## src/rtl/fifo_uart_tx_pkg.sv

```systemverilog
// Shared definitions for the fifo_uart_tx drain stage: FSM state encoding and
// a constant clog2 used to size the bit timer and bit counter.
package fifo_uart_tx_pkg;

    typedef enum logic [2:0] {
        ST_IDLE   = 3'd0,
        ST_FETCH  = 3'd1,
        ST_LOAD   = 3'd2,
        ST_START  = 3'd3,
        ST_DATA   = 3'd4,
        ST_PARITY = 3'd5,
        ST_STOP   = 3'd6
    } state_e;

    function automatic int clog2(input int value);
        int result;
        int v;
        result = 0;
        v      = value - 1;
        while (v > 0) begin
            result = result + 1;
            v      = v >> 1;
        end
        return result;
    endfunction

    // Counters need at least one bit even when the range collapses to a single value.
    function automatic int cnt_width(input int value);
        return (clog2(value) < 1) ? 1 : clog2(value);
    endfunction

endpackage

```

## src/rtl/fifo_uart_tx_bit_timer.sv

```systemverilog
// Bit-period timer: counts 0..CLKS_PER_BIT-1 and flags the last cycle of each
// serial bit. clr_i restarts the count so every state begins on a fresh bit.
module uart_bit_timer #(
    parameter int CLKS_PER_BIT = 16
) (
    input  logic clk_i,
    input  logic rst_i,
    input  logic clr_i,
    output logic bit_end_o
);
    import fifo_uart_tx_pkg::*;

    localparam int               CNT_W = cnt_width(CLKS_PER_BIT);
    localparam logic [CNT_W-1:0] LAST  = CNT_W'(CLKS_PER_BIT - 1);

    logic [CNT_W-1:0] cnt_q;
    logic [CNT_W-1:0] cnt_d;

    assign bit_end_o = (cnt_q == LAST);

    always_comb begin
        cnt_d = cnt_q + 1'b1;
        if (clr_i || bit_end_o) begin
            cnt_d = '0;
        end
    end

    always_ff @(posedge clk_i or posedge rst_i) begin
        if (rst_i) begin
            cnt_q <= '0;
        end else begin
            cnt_q <= cnt_d;
        end
    end

endmodule

```

## src/rtl/fifo_uart_tx.sv

```systemverilog
// Pops words from fifo_sync and serialises them as UART frames (start, LSB-first
// data, stop). Define FIFO_UART_TX_PARITY_EN to insert an even-parity bit before stop.
module fifo_uart_tx #(
    parameter int WIDTH        = 8,
    parameter int CLKS_PER_BIT = 16
) (
    input  logic             clk_i,
    input  logic             rst_i,
    input  logic             en_i,
    input  logic             fifo_empty_i,
    input  logic [WIDTH-1:0] fifo_rdata_i,
    output logic             fifo_rd_en_o,
    output logic             tx_o,
    output logic             busy_o,
    output logic             frame_done_o
);
    import fifo_uart_tx_pkg::*;

    localparam int               BIT_W    = cnt_width(WIDTH);
    localparam logic [BIT_W-1:0] LAST_BIT = BIT_W'(WIDTH - 1);

    state_e           state_q;
    state_e           state_d;
    logic [WIDTH-1:0] shift_q;
    logic [WIDTH-1:0] shift_d;
    logic [BIT_W-1:0] bit_cnt_q;
    logic [BIT_W-1:0] bit_cnt_d;
    logic             tx_q;
    logic             tx_d;
    logic             rd_en_q;
    logic             rd_en_d;
    logic             bit_end;
    logic             timer_clr;
`ifdef FIFO_UART_TX_PARITY_EN
    logic             parity_q;
    logic             parity_d;
`endif

    assign timer_clr = (state_d != state_q);

    uart_bit_timer #(
        .CLKS_PER_BIT(CLKS_PER_BIT)
    ) u_bit_timer (
        .clk_i    (clk_i),
        .rst_i    (rst_i),
        .clr_i    (timer_clr),
        .bit_end_o(bit_end)
    );

    always_comb begin
        state_d   = state_q;
        shift_d   = shift_q;
        bit_cnt_d = bit_cnt_q;
`ifdef FIFO_UART_TX_PARITY_EN
        parity_d  = parity_q;
`endif
        case (state_q)
            ST_IDLE: begin
                if (en_i && !fifo_empty_i) begin
                    state_d = ST_FETCH;
                end
            end
            ST_FETCH: begin
                state_d = ST_LOAD;
            end
            ST_LOAD: begin
                // Read data is valid the cycle after the pop.
                shift_d  = fifo_rdata_i;
`ifdef FIFO_UART_TX_PARITY_EN
                parity_d = ^fifo_rdata_i;
`endif
                state_d  = ST_START;
            end
            ST_START: begin
                if (bit_end) begin
                    state_d = ST_DATA;
                end
            end
            ST_DATA: begin
                if (bit_end) begin
                    shift_d = shift_q >> 1;
                    if (bit_cnt_q == LAST_BIT) begin
                        bit_cnt_d = '0;
`ifdef FIFO_UART_TX_PARITY_EN
                        state_d   = ST_PARITY;
`else
                        state_d   = ST_STOP;
`endif
                    end else begin
                        bit_cnt_d = bit_cnt_q + 1'b1;
                    end
                end
            end
`ifdef FIFO_UART_TX_PARITY_EN
            ST_PARITY: begin
                if (bit_end) begin
                    state_d = ST_STOP;
                end
            end
`endif
            ST_STOP: begin
                if (bit_end) begin
                    state_d = ST_IDLE;
                end
            end
            default: begin
                state_d = ST_IDLE;
            end
        endcase

        // Outputs are registered from next-state values so they line up with state_q.
        rd_en_d = (state_d == ST_FETCH);
        case (state_d)
            ST_START:  tx_d = 1'b0;
            ST_DATA:   tx_d = shift_d[0];
`ifdef FIFO_UART_TX_PARITY_EN
            ST_PARITY: tx_d = parity_d;
`endif
            default:   tx_d = 1'b1;
        endcase
    end

    always_ff @(posedge clk_i or posedge rst_i) begin
        if (rst_i) begin
            state_q   <= ST_IDLE;
            shift_q   <= '0;
            bit_cnt_q <= '0;
            tx_q      <= 1'b1;
            rd_en_q   <= 1'b0;
`ifdef FIFO_UART_TX_PARITY_EN
            parity_q  <= 1'b0;
`endif
        end else begin
            state_q   <= state_d;
            shift_q   <= shift_d;
            bit_cnt_q <= bit_cnt_d;
            tx_q      <= tx_d;
            rd_en_q   <= rd_en_d;
`ifdef FIFO_UART_TX_PARITY_EN
            parity_q  <= parity_d;
`endif
        end
    end

    assign tx_o         = tx_q;
    assign fifo_rd_en_o = rd_en_q;
    assign busy_o       = (state_q != ST_IDLE);
    assign frame_done_o = (state_q == ST_STOP) && bit_end;

endmodule

```

## config.mk

```make
export PLATFORM = sky130hd
export DESIGN_NAME = fifo_uart_tx
export DESIGN_NICKNAME = d
export VERILOG_FILES = /design/src/rtl/fifo_uart_tx_pkg.sv /design/src/rtl/fifo_uart_tx_bit_timer.sv /design/src/rtl/fifo_uart_tx.sv
export SDC_FILE = /design/constraint.sdc
export NUM_CORES = 1
export LEC_CHECK = 0
export ABC_AREA = 1
export CAP_MARGIN = 20
export CORE_MARGIN = 8
export CORE_UTILIZATION = 47
export CTS_CLUSTER_SIZE = 10
export DETAILED_ROUTE_END_ITERATION = 10
export DONT_BUFFER_PORTS = 1
export GPL_TIMING_DRIVEN = 0
export SYNTH_ARGS = -nofsm -noshare
export SYNTH_HDL_FRONTEND = slang
export SYNTH_SLANG_ARGS = --single-unit
```

## constraint.sdc

```tcl
create_clock -name clk_i -period 1.6 [get_ports clk_i]
set_input_delay 0.24 -clock clk_i [delete_from_list [all_inputs] [get_ports clk_i]]
set_output_delay 0.24 -clock clk_i [all_outputs]
set_load 0.01 [all_outputs]
```

==> results.sh, run 1 <==
export IMPL_outcome="finished, final reports clean"
export IMPL_synthesis_yosys_warnings=0
export IMPL_async_flop_share=1.00
export IMPL_finalWirelength_um=1810
export IMPL_via_per_inst=4.93
export IMPL_cts_tree="built"
export IMPL_antenna_cells=0
export IMPL_ys_seq_area_frac=0.498
export IMPL_layout_drive_gt1_share=0.237
export IMPL_dieHeight_um=62.3
export IMPL_cp_data_required_time_ns=1.36
export IMPL_hold_viol=0
export IMPL_finalSetupViolations=0
export IMPL_dp_hpwl_um=1340
export IMPL_slew_violations=0
export IMPL_ys_flop_type="dfrtp_1"
export IMPL_wl_per_cell_um=12.5
export IMPL_grt_use_total=0.0961
export IMPL_period_minus_slack_ns=1.52
export IMPL_finalNetCount=134
export IMPL_yosys_area_top_type="dfrtp_1"
export IMPL_synth_top_area_share=0.471
export IMPL_grt_pass1_vias=698
export IMPL_cts_sinks=20
export IMPL_core_um2=2000
export IMPL_reg2reg_slack_ns=0.13
export IMPL_hp_class="in -> reg"
export IMPL_numCtsBuffers=3
export IMPL_place_congestion=0.762
export IMPL_synth_distinct_cells=24
export IMPL_multi_input_area_um2=464
export IMPL_vias=715
export IMPL_ant_nets=0
export IMPL_leakagePower_nw=0.574
export IMPL_port_buffer_count=0
export IMPL_power_density_nw_per_um2=835
export IMPL_clock_latency_ns=0.30
export IMPL_ir_worst_vdd_mv=0.528
export IMPL_crit_type="reg -> out"
export IMPL_fp_dieW_um=62.3
export IMPL_rsz0062_at_grt="false"
export IMPL_drc=0
export IMPL_maxSlewHeadroom=0.516
export IMPL_worstSetupStartpointType="flop"
export IMPL_synth_edf_count=0
export IMPL_path_buf_inv=0
export IMPL_worstPathMaxFanout=4
export IMPL_worst_pin_slew_ns=0.726
export IMPL_crit_chain="ha_2 -> nand3_4 -> nor3_4"
export IMPL_cts_root_buf="clkbuf_4"
export IMPL_first_iter_violations=13
export IMPL_crit_arrival_ns=1.28
export IMPL_finalPower_uw=955
export IMPL_ys_ff_latch=20
export IMPL_antenna_found_initial=0
export IMPL_dieArea_um2=3880
export IMPL_area_growth_pct=13.5
export IMPL_ctsLongestPathBuffers=2
export IMPL_timing_fmax_mhz=660
export IMPL_synth_area_top_cells="dfrtp_1 47%, nand2_1 10%, a22oi_1 4.5%"
export IMPL_overflow=0
export IMPL_syn_area_per_cell_um2=9.17
export IMPL_fill_cells=182
export IMPL_clkTransAtPathRegs_ns=0.11
export IMPL_setup_tns_ns=0
export IMPL_cap_violations=0
export IMPL_syn_nets=125
export IMPL_crit_family="flip-flops"
export IMPL_htreeDepth=1
export IMPL_min_period_over_period=0.947
export IMPL_grt_max_degree=21
export IMPL_worst_path_max_delay_cell="dfrtp_1"
export IMPL_first_pass_iters=4
export IMPL_skew_ns=0.00567
export IMPL_row_count=16
export IMPL_pre_cts_slack_ns=0.150
export IMPL_ioPinCount=16
export IMPL_start_util=0.504
export IMPL_final_setup_worst_slack_ns=0.0841
export IMPL_crit_path_max_incr_delay_ns=0.39
export IMPL_endpoint_kind="primary output"
export IMPL_netlist_area_um2=1010
export IMPL_grt_pass1_wl_um=3110
export IMPL_synth_cells=110
export IMPL_seq_area_um2=502
logic make-up after synthesis:
| kind of cell | synth area share |
|---|---|
| flip-flops | 0.498 |
| adder cells (fa/ha/maj) | 0.0372 |
| AO/OA/AOI/OAI | 0.103 |
| buffers and inverters | 0.0558 |
| AND/OR/NAND/NOR | 0.289 |
| XOR/XNOR | 0.0174 |
stage by stage:
stage | cell area (um2) | util | instances | hold slack (ns)
floorplan | 1010 | - | 110 | 0.203
global placement | 1040 | 0.521 | 137 | 0.315
detailed placement | 1040 | 0.521 | 137 | 0.308
CTS | 1120 | 0.558 | 142 | 0.0588
global route | 1140 | 0.572 | 145 | 0.0454
finish | 1140 | 0.572 | 145 | 0.0714
final timing paths:
path | cells past startpoint | startpoint | endpoint
min in group asynchronous | 2 | rst_i | u_bit_timer.cnt_q[0]$_DFF_PP0_
max reg2reg | 9 | u_bit_timer.cnt_q[0]$_DFF_PP0_ | tx_o$_DFF_PP1_
max | 3 | u_bit_timer.cnt_q[0]$_DFF_PP0_ | frame_done_o
min | 2 | fifo_rdata_i[2] | shift_q[2]$_DFFE_PP0P_
max in group asynchronous | 2 | rst_i | fifo_rd_en_o$_DFF_PP0_
min reg2reg | 1 | u_bit_timer.cnt_q[0]$_DFF_PP0_ | u_bit_timer.cnt_q[0]$_DFF_PP0_
cells in the final DEF (no fill, tap or decap):
cell type / n
a21oi_1: 4
a22o_1: 1
a22oi_1: 6
buf_4: 3
buf_6: 1
bufinv_16: 1
clkbuf_4: 3
dfrtp_1: 19
dfstp_2: 1
dlygate4sd3_1: 1
ha_1: 2
ha_2: 1
inv_1: 10
inv_2: 3
nand2_1: 28
nand2_2: 4
nand2_4: 2
nand3_1: 7
nand3_2: 1
nand3_4: 1
nor2_1: 8
nor2_2: 3
nor2_4: 2
nor3_4: 1
o21ai_0: 1
o21bai_4: 1
o22ai_1: 1
xnor2_1: 1
xor2_1: 1
repair_timing:
| action | CTS | global route |
|---|---|---|
| hold endpoints to repair | 19 | 0 |
| hold buffers | 1 | 0 |
| endpoints found under the setup margin | 1 | 1 |
| pin swaps | 0 | 1 |
| resized for setup | 2 | 2 |
| setup buffers | 0 | 3 |
worst reg2reg max path, cell delays in order (launching register included):
cell and delay, ns:
dfrtp_1 0.39, ha_2 0.24, nand3_4 0.10, buf_4 0.16, o21bai_4 0.15, nand2_4 0.08
nor2_2 0.13, nand2_1 0.07, nand2_1 0.06, nand2_1 0.04
Yosys cell counts (2+ instances only):
cell type	number
nand2_4	2
nand3_1	7
a21oi_1	4
nor2_1	8
nor2_2	3
nor2_4	2
inv_1	10
nand2_2	4
ha_1	3
inv_2	3
nand2_1	28
a22oi_1	6
dfrtp_1	19
registers in the layout, indices dropped and copies added, names as in the netlist:
register / flops
u_bit_timer.cnt_q: 4
state_q: 3
fifo_rd_en_o: 1
bit_cnt_q: 3
tx_o: 1
shift_q: 8
per-layer routing:
metal | GRT usage | up-vias | share of wire
met5 | 0 | - | 0
met4 | 0.0256 | 0 | 0.0050
met3 | 0.0412 | 3 | 0.054
met2 | 0.172 | 13 | 0.52
met1 | 0.100 | 325 | 0.43
li1 | - | 374 | -
cell type report:
| class | instances | area share |
|---|---|---|
| multi-input combinational | 76 | 0.405 |
| tap | 27 | 0.0295 |
| clock inverter | 1 | 0.0262 |
| inverter | 13 | 0.0426 |
| buffer | 1 | 0.00984 |
| timing repair buffer | 4 | 0.0284 |
| sequential | 20 | 0.438 |
| clock buffer | 3 | 0.0197 |
power by group:
| part | switching, mW | leakage (nW) | internal, mW |
|---|---|---|---|
| Clock | 0.156 | 0.0279 | 0.253 |
| Combinational | 0.0154 | 0.315 | 0.00758 |
| Sequential | 0.00615 | 0.232 | 0.516 |
Note: power is estimated with default switching activity, not from simulation.
==> run 2, diff against run 1 <==
--- a/config.mk
+++ b/config.mk
@@ -5,9 +5,9 @@
 export SDC_FILE = /design/constraint.sdc
 export NUM_CORES = 1
 export LEC_CHECK = 0
-export ABC_AREA = 1
+export ABC_AREA = 0
 export CAP_MARGIN = 20
-export CORE_MARGIN = 8
+export CORE_MARGIN = 2
 export CORE_UTILIZATION = 47
 export CTS_CLUSTER_SIZE = 10
 export DETAILED_ROUTE_END_ITERATION = 10
==> run 2 against run 1 <==
  * Non-clock buffer count increased by 5
  * Via count rose by 4.6%
  * Global-route usage grew 8.1 points
  * Count of clock-buffer cells in the layout up 1
  * Utilization grew 1.1 points
  * Synthesized area increased by 1.4%
  * Critical path depth unchanged
  * Die area down 34%
  * Worst setup slack got worse by 0.050 ns
  * First-iteration DRC count fell by 31%
  * Combinational power is 25% higher
  * Largest cell class is now multi-input gates
  * Largest power group unchanged
==> results.sh, run 2 <==
export IMPL_yosys_area_top_type="dfrtp_1"
export IMPL_reg_largest_list="shift_q (8), u_bit_timer.cnt_q (4)"
export IMPL_ys_seq_area_frac=0.491
export IMPL_min_period_over_period=0.979
export IMPL_mostFrequentLayoutCells="19 x dfrtp_1, 7 x and3_1, 6 x buf_4, 6 x a221o_1"
export IMPL_syn_nets=107
export IMPL_synth_top_area_share=0.465
export IMPL_first_pass_iters=4
export IMPL_endpoint_kind="primary output"
export IMPL_core_um2=2000
export IMPL_ant_nets=0
export IMPL_worstSetupStartpointType="flop"
export IMPL_antenna_found_initial=0
export IMPL_period_minus_slack_ns=1.57
export IMPL_grt_pass1_vias=750
export IMPL_ctsLongestPathBuffers=2
export IMPL_maxSlewHeadroom=0.511
export IMPL_ys_ff_latch=20
export IMPL_synthesis_yosys_warnings=0
export IMPL_hp_class="in -> reg"
export IMPL_worstPathMaxFanout=4
export IMPL_outcome="finished, final reports clean"
export IMPL_wl_per_cell_um=15.8
export IMPL_numCtsBuffers=3
export IMPL_netlist_area_um2=1020
export IMPL_crit_arrival_ns=1.33
export IMPL_synth_commonest_cells="19 x dfrtp_1, 7 x and3_1, 6 x a221o_1, 4 x o21ai_1"
export IMPL_clock_latency_ns=0.30
export IMPL_slew_violations=0
export IMPL_clkTransAtPathRegs_ns=0.11
export IMPL_leakagePower_nw=0.527
export IMPL_skew_ns=0.00677
export IMPL_r2r_start="state_q[1]$_DFF_PP0_"
export IMPL_vias=748
export IMPL_synth_distinct_cells=39
export IMPL_area_growth_pct=14.1
export IMPL_cap_violations=0
export IMPL_min_from="fifo_rdata_i[7]"
export IMPL_rsz0062_at_grt="true"
export IMPL_final_common_cell="dfrtp_1"
export IMPL_start_util=0.511
export IMPL_reg2reg_slack_ns=0.06
export IMPL_first_iter_violations=9
export IMPL_reg2reg_depth=4
export IMPL_finalNetCount=117
export IMPL_dp_hpwl_um=1390
export IMPL_largest_register="shift_q"
export IMPL_finalSetupViolations=0
export IMPL_synth_edf_count=0
export IMPL_async_flop_share=1.00
export IMPL_grt_max_degree=21
export IMPL_power_density_nw_per_um2=684
export IMPL_htreeDepth=1
export IMPL_hold_path_endpoint="shift_q[7]$_DFFE_PP0P_"
export IMPL_largest_reg_flops=8
export IMPL_worst_pin_slew_ns=0.733
export IMPL_fp_dieW_um=50.6
export IMPL_grt_pass1_wl_um=3390
export IMPL_syn_area_per_cell_um2=11.1
export IMPL_place_congestion=0.752
export IMPL_cts_sinks=20
export IMPL_r2r_end="bit_cnt_q[0]$_DFFE_PP0P_"
export IMPL_cp_data_required_time_ns=1.36
export IMPL_synth_area_top_cells="dfrtp_1 47%, a221o_1 5.9%, and3_1 4.3%"
export IMPL_synth_cells=92
export IMPL_via_per_inst=5.84
export IMPL_ir_worst_vdd_mv=0.486
export IMPL_overflow=0
export IMPL_dieArea_um2=2560
export IMPL_row_count=16
export IMPL_dieHeight_um=50.6
export IMPL_cts_tree="built"
export IMPL_ioPinCount=16
export IMPL_synth_most_common_cell="dfrtp_1"
export IMPL_antenna_cells=0
export IMPL_timing_fmax_mhz=639
export IMPL_layout_drive_gt1_share=0.228
export IMPL_cts_root_buf="clkbuf_4"
export IMPL_hold_viol=0
export IMPL_port_buffer_count=0
export IMPL_drc=0
export IMPL_place_area_um2=1060
export IMPL_grt_use_total=0.177
export IMPL_setup_tns_ns=0
export IMPL_ys_flop_type="dfrtp_1"
export IMPL_finalWirelength_um=2030
export IMPL_crit_type="reg -> out"
export IMPL_fin_area_um2=1170
export IMPL_hold_path_depth=2
-- run 2: worst max-delay path by stage --
stage	slack (ns)	cells past startpoint	start	endpoint
after global routing	-0.05	3	u_bit_timer.cnt_q[1]$_DFF_PP0_	frame_done_o
after floorplan	0.12	5	u_bit_timer.cnt_q[0]$_DFF_PP0_	shift_q[3]$_DFFE_PP0P_
after CTS	0.01	2	state_q[2]$_DFF_PP0_	busy_o
final	0.03	3	u_bit_timer.cnt_q[1]$_DFF_PP0_	frame_done_o
after global placement	0.02	5	u_bit_timer.cnt_q[0]$_DFF_PP0_	shift_q[6]$_DFFE_PP0P_
after detailed placement	0.02	5	u_bit_timer.cnt_q[0]$_DFF_PP0_	shift_q[6]$_DFFE_PP0P_
-- run 2: kinds of logic (layout without fill, tap and decap cells) --
kind of cell | Yosys count | count (layout) | synth area share
xor+xnor | 2 | 2 | 0.0171
buf+inv | 8 | 17 | 0.0392
compound gates | 23 | 23 | 0.169
mux | 4 | 4 | 0.0416
simple gates | 32 | 32 | 0.206
flops | 20 | 20 | 0.491
fa+ha+maj | 3 | 3 | 0.0367
-- run 2: metal layers --
metal  up-vias  GRT usage  routed length (um)
met1       367      0.219                 859
met5         -          0                   0
met2        12      0.292                1060
met4         0     0.0541                  21
met3         4     0.0595                  87
li1        365          -                   -
-- run 2: report_power, final --
| part | internal [mW] | switching (mW) | total, mW | leakage (nW) |
|---|---|---|---|---|
| sequential | 0.516 | 0.00647 | 0.523 | 0.232 |
| combinational | 0.0132 | 0.0156 | 0.0288 | 0.281 |
| clock | 0.0973 | 0.149 | 0.246 | 0.0150 |
-- run 2: layout make-up --
class,instances,area (um2)
Tap cell,27,33.8
Sequential cell,20,502
Fill cell,173,836
Buffer,5,38.8
Inverter,3,11.3
Clock buffer,4,26.3
Timing Repair Buffer,5,40.0
Multi-Input combinational cell,64,514
-- run 2: through the flow --
stage | worst slack (ns) | hold slack, ns | cells | power, mW | utilization
after floorplan | 0.121 | 0.203 | 92 | 0.554 | -
after CTS | 0.0103 | 0.0511 | 128 | 0.811 | 0.576
final | 0.0343 | 0.0583 | 128 | 0.798 | 0.583
after global routing | -0.0501 | 0.0542 | 128 | 0.843 | 0.583
after detailed placement | 0.0189 | 0.301 | 119 | 0.561 | 0.528
after global placement | 0.0170 | 0.294 | 119 | 0.560 | 0.528
-- run 2: repair_timing --
item / 4_1_cts / 5_1_grt
buffers inserted: 4 / 0
hold buffers: 1 / 0
hold endpoints to repair: 19 / 0
pin swaps: 3 / 0
resized for setup: 8 / 5
setup endpoints to repair: 4 / 8
-- run 2: worst max-delay path, stage by stage (launching register included) --
cell     delay, ns
dfrtp_1       0.43
ha_4          0.17
nand4_1       0.15
nor3b_2       0.27
==> run 3, diff against run 2 <==
--- a/config.mk
+++ b/config.mk
@@ -8,11 +8,12 @@
 export ABC_AREA = 0
 export CAP_MARGIN = 20
 export CORE_MARGIN = 2
-export CORE_UTILIZATION = 47
+export CORE_UTILIZATION = 55
 export CTS_CLUSTER_SIZE = 10
 export DETAILED_ROUTE_END_ITERATION = 10
 export DONT_BUFFER_PORTS = 1
 export GPL_TIMING_DRIVEN = 0
+export PLACE_DENSITY = 0.7
 export SYNTH_ARGS = -nofsm -noshare
 export SYNTH_HDL_FRONTEND = slang
 export SYNTH_SLANG_ARGS = --single-unit
==> run 3 against run 2 <==
  * Critical path depth rose by 1
  * Via count fell by 0.27%
  * Sequential cell count did not move
  * Worst setup slack improved by 0.012 ns
  * Clock skew fell by 0.0046 ns
  * Global-route usage rose by 2.8 points
  * Register-to-register slack barely moved
  * Die area fell by 13%
  * Cell area rose by 1.2%
  * Total power rose by 5.6%
  * Utilization rose by 9.3 points
==> results.sh, run 3 (same netlist as run 2, synthesis figures left out) <==
export IMPL_crit_path_max_incr_delay_ns=0.45
export IMPL_row_count=15
export IMPL_finalPower_uw=842
export IMPL_place_area_um2=1050
export IMPL_first_pass_iters=4
export IMPL_switchingPower_uw=174
export IMPL_cts_sinks=20
export IMPL_antenna_found_initial=0
export IMPL_rsz0062_at_grt="true"
export IMPL_cp_data_required_time_ns=1.80
export IMPL_start_util=0.586
export IMPL_vias=746
export IMPL_worst_path_max_delay_cell="dfrtp_2"
export IMPL_place_congestion=0.808
export IMPL_clock_latency_ns=0.30
export IMPL_finalWirelength_um=1890
export IMPL_mostFrequentLayoutCells="17 x dfrtp_1, 7 x and3_1, 6 x a221o_1, 6 x buf_4, 4 x o21ai_1"
export IMPL_wl_per_cell_um=14.9
export IMPL_min_period_over_period=0.971
export IMPL_skew_ns=0.00220
export IMPL_period_minus_slack_ns=1.55
export IMPL_slew_violations=0
export IMPL_worstSetupStartpointType="flop"
export IMPL_numCtsBuffers=3
export IMPL_worstPathMaxFanout=5
export IMPL_area_growth_pct=15.4
export IMPL_ir_worst_vdd_mv=0.515
export IMPL_dieHeight_um=47.1
export IMPL_sequentialPowerShare=0.621
export IMPL_leakagePower_nw=0.532
export IMPL_endpoint_kind="flop"
export IMPL_reg_largest_list="shift_q (8), u_bit_timer.cnt_q (4)"
export IMPL_crit_arrival_ns=1.75
export IMPL_cts_tree="built"
export IMPL_worst_pin_slew_ns=0.751
export IMPL_layout_drive_gt1_share=0.265
export IMPL_crit_type="reg -> reg"
export IMPL_hp_class="in -> reg"
export IMPL_finalNetCount=118
export IMPL_core_um2=1750
export IMPL_ioPinCount=16
export IMPL_antenna_cells=0
export IMPL_largest_register="shift_q"
export IMPL_dp_hpwl_um=1300
export IMPL_fin_area_um2=1180
export IMPL_grt_pass1_wl_um=3080
export IMPL_crit_chain="buf_4 -> or3b_4 -> nor2_4 -> mux2_1"
export IMPL_hold_viol=0
export IMPL_via_per_inst=5.87
export IMPL_ant_nets=0
export IMPL_final_common_cell="dfrtp_1"
export IMPL_cts_root_buf="clkbuf_4"
export IMPL_ctsLongestPathBuffers=2
export IMPL_first_iter_violations=11
export IMPL_p_int_uw=668
export IMPL_cap_violations=0
export IMPL_htreeDepth=1
export IMPL_outcome="finished, final reports clean"
export IMPL_maxSlewHeadroom=0.499
export IMPL_drc=0
export IMPL_clkTransAtPathRegs_ns=0.11
export IMPL_fill_cells=134
export IMPL_largest_reg_flops=8
export IMPL_power_density_nw_per_um2=714
export IMPL_final_setup_worst_slack_ns=0.0467
export IMPL_combinationalPowerShare=0.034
export IMPL_p_clk_frac=0.345
export IMPL_fp_dieW_um=47.1
export IMPL_multi_input_area_um2=507
export IMPL_finalSetupViolations=0
export IMPL_pre_cts_slack_ns=0.00403
export IMPL_port_buffer_count=0
export IMPL_seq_area_um2=504
export IMPL_overflow=0
export IMPL_dieArea_um2=2220
export IMPL_grt_max_degree=21
export IMPL_grt_pass1_vias=684
export IMPL_switching_share=0.206
export IMPL_timing_fmax_mhz=644
export IMPL_grt_use_total=0.205
export IMPL_reg2reg_slack_ns=0.05
run 3: path summary, 6_finish.rpt:
path                                               start                        to  cells after the start
worst min register to register  bit_cnt_q[2]$_DFFE_PP0P_  bit_cnt_q[2]$_DFFE_PP0P_                      1
max in group asynchronous                          rst_i      state_q[2]$_DFF_PP0_                      2
worst min-delay path                     fifo_rdata_i[7]    shift_q[7]$_DFFE_PP0P_                      2
min in group asynchronous                          rst_i  bit_cnt_q[2]$_DFFE_PP0P_                      2
worst max-delay path                state_q[0]$_DFF_PP0_  bit_cnt_q[2]$_DFFE_PP0P_                      4
worst max register to register      state_q[0]$_DFF_PP0_  bit_cnt_q[2]$_DFFE_PP0P_                      4
run 3: power by group through the flow:
stage / sequential (mW) / clock, mW / combinational, mW
3_5_place_dp: 0.533 / 0 / 0.0285
3_3_place_gp: 0.532 / 0 / 0.0269
4_1_cts: 0.523 / 0.301 / 0.0301
6_report: 0.523 / 0.290 / 0.0290
2_1_floorplan: 0.531 / 0 / 0.0233
5_1_grt: 0.525 / 0.322 / 0.0337
run 3: stage by stage:
stage	utilization	hold slack [ns]	TNS (ns)	instances
final	0.676	0.0558	0	127
after global placement	0.604	0.290	0	117
after global routing	0.676	0.0424	-0.0158	127
after detailed placement	0.604	0.306	0	117
after floorplan	-	0.203	0	92
after CTS	0.653	0.0463	0	124
run 3: repair_timing:
action	4_1_cts	5_1_grt
endpoints found under the hold margin	19	0
hold buffers	1	0
setup buffers	2	3
endpoints found under the setup margin	6	7
cloned	0	0
pin swaps	2	5
gates resized for setup	8	6
run 3: cell type report:
type                       instances  share of cell area
sequential                        20               0.427
tap                               25              0.0265
clock buffer                       4              0.0308
inverter                           3             0.00954
multi-input combinational         64               0.429
buffer                             5              0.0361
timing repair buffer               6              0.0403
run 3: per-layer routing:
layer | up-vias | GRT usage | share of wire
met5 | - | 0 | 0
met4 | 0 | 0.0500 | 0.0074
met3 | 2 | 0.0808 | 0.047
met2 | 16 | 0.329 | 0.50
met1 | 364 | 0.262 | 0.45
li1 | 364 | - | -
run 3: critical path: cells and delay by family (launching register included):
kind                   cells  cell delay, ns
DFF                        1            0.45
buffers and inverters      1            0.15
and+or+nand+nor            2            0.53
muxes                      1            0.32
